[src/rtl/combo_dialer_pkg.sv]
// Shared lock package: dialer FSM states, digit geometry, the lock's own state
// encodings and the factory combination.
package lock_pkg;

    localparam int NUM_DIGITS = 6;
    localparam int DIGIT_W    = 4;
    localparam int CODE_W     = NUM_DIGITS * DIGIT_W;

    typedef enum logic [2:0] {
        IDLE,
        SETUP,
        STROBE,
        CHECK,
        DONE
    } dial_state_t;

    // Encodings of the receiving lock's FSM (digits matched so far, then open/error).
    localparam logic [3:0] LOCK_S0   = 4'h0;
    localparam logic [3:0] LOCK_S1   = 4'h1;
    localparam logic [3:0] LOCK_S2   = 4'h2;
    localparam logic [3:0] LOCK_S3   = 4'h3;
    localparam logic [3:0] LOCK_S4   = 4'h4;
    localparam logic [3:0] LOCK_S5   = 4'h5;
    localparam logic [3:0] LOCK_OPEN = 4'h6;
    localparam logic [3:0] LOCK_ERR  = 4'hf;

    localparam logic [CODE_W-1:0] DEFAULT_COMBO = 24'h611371;

endpackage

[src/rtl/combo_dialer_if.sv]
// Dialer bundle: host request/result signals plus the lock's digit-entry side.
interface combo_dialer_if #(
    parameter int NUM_DIGITS = lock_pkg::NUM_DIGITS,
    parameter int DIGIT_W    = lock_pkg::DIGIT_W
);
    logic                          start;
    logic [NUM_DIGITS*DIGIT_W-1:0] code;
    logic                          lock_open;
    logic [DIGIT_W-1:0]            digit_out;
    logic                          digit_valid;
    logic                          busy;
    logic                          done;
    logic                          opened;

    // master is the environment (host plus lock); slave is the dialer itself.
    modport master (
        output start, code, lock_open,
        input  digit_out, digit_valid, busy, done, opened
    );

    modport slave (
        input  start, code, lock_open,
        output digit_out, digit_valid, busy, done, opened
    );
endinterface

[src/rtl/combo_dialer_hold_timer.sv]
// Loadable down-counter that times how long each digit sits on digit_out
// before its enter strobe.
module dial_hold_timer #(
    parameter int CNT_W       = 2,
    parameter int HOLD_CYCLES = 2
) (
    input  logic clk,
    input  logic rst_n,
    input  logic load,
    output logic expired
);
    logic [CNT_W-1:0] cnt;

    // Loaded with HOLD_CYCLES-1 so that expiry is seen on the last hold cycle.
    always_ff @(posedge clk) begin
        if (!rst_n)
            cnt <= '0;
        else if (load)
            cnt <= CNT_W'(HOLD_CYCLES - 1);
        else if (cnt != '0)
            cnt <= cnt - 1'b1;
    end

    assign expired = (cnt == '0);
endmodule

[src/rtl/combo_dialer.sv]
// Replays a packed six-digit combination into the lock's digit-entry port,
// one digit per enter strobe, then reports whether the lock opened.
module combo_dialer #(
    parameter int NUM_DIGITS  = lock_pkg::NUM_DIGITS,
    parameter int DIGIT_W     = lock_pkg::DIGIT_W,
    parameter int HOLD_CYCLES = 2
) (
    input logic            clk,
    input logic            rst_n,
    combo_dialer_if.slave  bus
);
    import lock_pkg::*;

    localparam int CODE_W = NUM_DIGITS * DIGIT_W;
    localparam int IDX_W  = (NUM_DIGITS > 1) ? $clog2(NUM_DIGITS) : 1;
    localparam int CNT_W  = (HOLD_CYCLES > 1) ? $clog2(HOLD_CYCLES + 1) : 1;
    localparam logic [IDX_W-1:0] LAST_IDX = IDX_W'(NUM_DIGITS - 1);

    dial_state_t        state;
    logic [CODE_W-1:0]  shreg;
    logic [IDX_W-1:0]   idx;
    logic [DIGIT_W-1:0] digit_q;
    logic               valid_q;
    logic               busy_q;
    logic               done_q;
    logic               opened_q;
    logic               hold_done;
    logic               timer_load;

    // The timer reloads outside SETUP, so each SETUP visit starts a fresh hold.
    assign timer_load = (state != SETUP);

    dial_hold_timer #(
        .CNT_W       (CNT_W),
        .HOLD_CYCLES (HOLD_CYCLES)
    ) u_hold_timer (
        .clk     (clk),
        .rst_n   (rst_n),
        .load    (timer_load),
        .expired (hold_done)
    );

    // NOTE: sequential state uses non-blocking assignments only, so every
    // register samples pre-edge values regardless of statement order.
    always_ff @(posedge clk) begin
        if (!rst_n) begin
            state    <= IDLE;
            shreg    <= '0;
            idx      <= '0;
            digit_q  <= '0;
            valid_q  <= 1'b0;
            busy_q   <= 1'b0;
            done_q   <= 1'b0;
            opened_q <= 1'b0;
        end else begin
            // NOTE: one-cycle pulses default low here and are raised only
            // on the transition that owns them.
            valid_q <= 1'b0;
            done_q  <= 1'b0;
            case (state)
                IDLE: begin
                    if (bus.start) begin
                        digit_q  <= bus.code[CODE_W-1 -: DIGIT_W];
                        shreg    <= bus.code << DIGIT_W;
                        idx      <= '0;
                        opened_q <= 1'b0;
                        busy_q   <= 1'b1;
                        state    <= SETUP;
                    end
                end
                SETUP: begin
                    if (hold_done) begin
                        valid_q <= 1'b1;
                        state   <= STROBE;
                    end
                end
                STROBE: begin
                    if (idx == LAST_IDX) begin
                        state <= CHECK;
                    end else begin
                        idx     <= idx + 1'b1;
                        digit_q <= shreg[CODE_W-1 -: DIGIT_W];
                        shreg   <= shreg << DIGIT_W;
                        state   <= SETUP;
                    end
                end
                CHECK: begin
                    opened_q <= bus.lock_open;
                    done_q   <= 1'b1;
                    state    <= DONE;
                end
                DONE: begin
                    busy_q  <= 1'b0;
                    digit_q <= '0;
                    state   <= IDLE;
                end
                default: state <= IDLE;
            endcase
        end
    end

    assign bus.digit_out   = digit_q;
    assign bus.digit_valid = valid_q;
    assign bus.busy        = busy_q;
    assign bus.done        = done_q;
    assign bus.opened      = opened_q;
endmodule
[src/flat_wrapper.sv]
// flat-port wrapper written by rule: the top's interface ports become plain ports
module combo_dialer_flat import lock_pkg::*;
#(
    parameter int NUM_DIGITS  = lock_pkg::NUM_DIGITS,
    parameter int DIGIT_W     = lock_pkg::DIGIT_W,
    parameter int HOLD_CYCLES = 2
)
  (clk, rst_n, bus_start, bus_code, bus_lock_open, bus_digit_out, bus_digit_valid, bus_busy, bus_done, bus_opened);
  combo_dialer_if #(.NUM_DIGITS(NUM_DIGITS), .DIGIT_W(DIGIT_W)) bus_i ();
  input logic clk;
  input logic rst_n;
  input wire logic [$bits(bus_i.start)-1:0] bus_start;
  input wire logic [$bits(bus_i.code)-1:0] bus_code;
  input wire logic [$bits(bus_i.lock_open)-1:0] bus_lock_open;
  output wire logic [$bits(bus_i.digit_out)-1:0] bus_digit_out;
  output wire logic [$bits(bus_i.digit_valid)-1:0] bus_digit_valid;
  output wire logic [$bits(bus_i.busy)-1:0] bus_busy;
  output wire logic [$bits(bus_i.done)-1:0] bus_done;
  output wire logic [$bits(bus_i.opened)-1:0] bus_opened;
  assign bus_i.start = bus_start;
  assign bus_i.code = bus_code;
  assign bus_i.lock_open = bus_lock_open;
  assign bus_digit_out = bus_i.digit_out;
  assign bus_digit_valid = bus_i.digit_valid;
  assign bus_busy = bus_i.busy;
  assign bus_done = bus_i.done;
  assign bus_opened = bus_i.opened;
  combo_dialer #(.NUM_DIGITS(NUM_DIGITS), .DIGIT_W(DIGIT_W), .HOLD_CYCLES(HOLD_CYCLES)) u_core (.clk(clk), .rst_n(rst_n), .bus(bus_i));
endmodule
[config.mk]
export PLATFORM = sky130hd
export DESIGN_NAME = combo_dialer_flat
export DESIGN_NICKNAME = d
export VERILOG_FILES = /design/src/rtl/combo_dialer_pkg.sv /design/src/rtl/combo_dialer_if.sv /design/src/rtl/combo_dialer_hold_timer.sv /design/src/rtl/combo_dialer.sv /design/src/flat_wrapper.sv
export SDC_FILE = /design/constraint.sdc
export NUM_CORES = 1
export LEC_CHECK = 0
export BUFFER_PORTS_ARGS = -buffer_cell sky130_fd_sc_hd__buf_2
export CAP_MARGIN = 30
export CORE_MARGIN = 8
export CORE_UTILIZATION = 53
export DETAILED_ROUTE_END_ITERATION = 6
export PLACE_DENSITY = 0.74
export RECOVER_POWER = 100
export SLEW_MARGIN = 5
export SYNTH_ARGS = -nofsm -noshare
export SYNTH_HDL_FRONTEND = slang
export SYNTH_HIERARCHICAL = 1
export SYNTH_SLANG_ARGS = --single-unit
[constraint.sdc]
create_clock -name clk -period 2 [get_ports clk]
set_input_delay 0.4 -clock clk [delete_from_list [all_inputs] [get_ports clk]]
set_output_delay 0.4 -clock clk [all_outputs]
set_load 0.01 [all_outputs]
==> impl_metrics.yaml <==
clock_network:
  clk_pin_slew_ns: 0.11
  cts.path.max_buffers: 2
  cts_root_buf: "clkbuf_4"
  cts_max_level: 2
  cts_tree: "built"
  clk_latency_ns: 0.34
  cts_sinks: 36
  cts_made_buffers: 5
  cts_hold_buf: 0
sta:
  maxSlewHeadroom: 0.6346
  setup_viol: 0
  fin_worst_skew_ns: 0.007010
  rsz0062_at_grt: "false"
  hold_violations: 0
  max_freq_ghz: 0.5235
  slew_violations: 0
  worst_pin_slew_ns: 0.5481
  min_period_ns: 1.910
  fin_tns_setup_ns: 0
  finalCritPeriodShare: 0.9551
routing:
  wire_per_inst_um: 13.94
  drt_first_pass_iters: 4
  post_drt_via_cell_ratio: 5.440
  detail-route-antenna-nets: 0
  drtIter0Drc: 112
  drcViolationCount: 0
  vias: 1534
  drt_wl_total_mm: 3.930
yosys:
  synth_area_mm2: 0.001663
  yosysSeqAreaShare: 0.4334
  synth_fp_nets: 233
  syn_inst: 201
  synth.area.top_cells: "dfxtp_1 (43%), a21oi_1 (11%), o21ai_0 (6.6%)"
  synthArstFlopShare: 0
  ys_seq_elements: 36
  synth_top_area_share: 0.4334
  yosysTopAreaCell: "dfxtp_1"
  ys.flop_type: "dfxtp_1"
  ys_types: 36
  synth_edf_count: 0
  yosys_warnings: 6
  synthTopCellsByCount: "a21oi_1 (36), dfxtp_1 (36), nand2_1 (28)"
  syn_area_per_cell_um2: 8.273
pwr:
  clkPwrFrac: 0.279
  p_seq_frac: 0.550
  swShare: 0.2827
  vdd_drop_max_mv: 0.4579
  p_int_uw: 1051
  power_frac_comb: 0.172
  total_power_uw: 1465
  pwr_density_cell_mw_per_mm2: 762.3
  power_leakage_uw: 0.0008580
  p_sw_uw: 414.2
grt:
  grt_antenna_before_repair: 0
  grt_max_degree: 33
  grt_pass1_vias: 1549
  grt_util_all_layers: 0.1606
  grt_pass1_wl_mm: 6.762
  gr-total-overflow: 0
status:
  outcome: "finished, final reports clean"
finish:
  area_growth_pct: 15.58
  drive_above_1_share: 0.2017
  layout.nets: 269
  diodes: 0
floorplan:
  die_w_um: 72.01
  die_h_um: 72.01
  io_pins: 36
  coreArea_mm2: 0.003028
  die_area_mm2: 0.005185
  core.rowCount: 20
  start_util: 0.5492
worst_setup_path:
  critPathArrivalTime_ns: 2.15
  crit_fanout: 13
  path_delay_family: "simple AND/OR/NAND/NOR gates"
  crit_buf_inv: 2
  crit_chain: "inv_1 > ha_1 > and3_1 > or4_4 > clkbuf_4 > a22oi_1 > nor2b_1"
  end_kind: "register"
  critPathSlowestCell: "or4_4"
  required_ns: 2.23
  cpPeakStageDelay_ns: 0.49
  cp-start-kind: "register"
  crit_type: "register to register"
placed_design:
  port_buffers: 35
  dp_hpwl_mm: 2.900
  routabilityCongestion: 0.8807
min_path:
  hold_class: "input port to register"
run:
  cap_violations: 0
-- power groups by stage --
stage                     sequential, uW  clock [uW]  combinational [uW]
after floorplan                      815           0                 175
after global placement               819           0                 249
after detailed placement             821           0                 260
after CTS                            805         420                 261
after global routing                 810         456                 283
final                                805         408                 252
-- layout by cell type, fill, tap and decap left out, types with 2 or more instances in the layout --
cell type	instances
a21oi_1	36
dfxtp_1	35
nand2_1	28
buf_2	27
o21ai_0	23
inv_1	10
clkbuf_1	9
nor2b_1	7
clkbuf_4	6
buf_4	6
and3_1	5
mux2i_1	5
nand3b_1	4
a22oi_1	4
ha_1	4
nor2_1	3
clkinv_2	2
nand3_1	2
o21bai_1	2
-- per-stage QoR --
step	hold WS (ns)	cell area (um^2)	instances	worst slack [ns]	util
floorplan	0.4474	1663	201	0.2466	-
global placement	0.4402	1888	274	0.1768	0.6236
detailed placement	0.4485	1888	274	0.09877	0.6236
CTS	0.2770	1949	282	0.07408	0.6438
global route	0.2639	1922	282	0.01143	0.6347
finish	0.2848	1922	282	0.08977	0.6347
-- area by class of cell --
| type | count | area [um^2] |
|---|---|---|
| Clock inverter | 2 | 10.01 |
| Inverter | 10 | 37.54 |
| Tap cell | 44 | 55.05 |
| Fill cell | 289 | 1106 |
| Timing Repair Buffer | 43 | 221.5 |
| Sequential cell | 36 | 721.9 |
| Multi-Input combinational cell | 141 | 824.5 |
| Clock buffer | 6 | 51.30 |
-- kinds of logic after synthesis --
logic type / count (synthesis) / synth area share
multiplexers: 6 / 0.03687
XOR/XNOR: 1 / 0.005268
buffers and inverters: 24 / 0.06170
AO/OA/AOI/OAI: 71 / 0.2370
flip-flops: 36 / 0.4334
adder cells (fa/ha/maj): 4 / 0.03010
AND/OR/NAND/NOR: 59 / 0.1956
-- final timing paths --
check,startpoint,endpoint,slack [ns],cells past startpoint
worst max-delay path,u_core/idx[1],u_core/shreg[4],0.09,7
worst min-delay path,bus_code[14],u_core/shreg[18],0.28,3
worst max register to register,u_core/idx[1],u_core/shreg[4],0.09,7
worst min register to register,u_core/bus.digit_out[0],u_core/bus.digit_out[0],0.46,2
-- layer usage --
metal	global-route usage	share of wire
met1	0.1831	0.44
met2	0.2773	0.50
met3	0.03994	0.042
met4	0.06803	0.017
met5	0	0
-- worst min-delay path, delay by kind of cell --
family,cells,cell delay [ns]
buffers and inverters,1,0.09
AND/OR/NAND/NOR,1,0.05
AO/OA/AOI/OAI,1,0.05
-- state kept, by name, summed over array words and instances (netlist names) --
signal and flops:
u_core/bus.done 1, u_core/idx 3, u_core/u_hold_timer/cnt 2, u_core/shreg 20, u_core/state 3, u_core/bus.opened 1
u_core/bus.busy 1, u_core/bus.digit_out 4, u_core/bus.digit_valid 1
-- timing repair --
action	CTS	global route
resized for setup	0	1
buffers inserted	0	0
endpoints found under the setup margin	0	5
No activity file was read; power rests on OpenSTA's default activity.
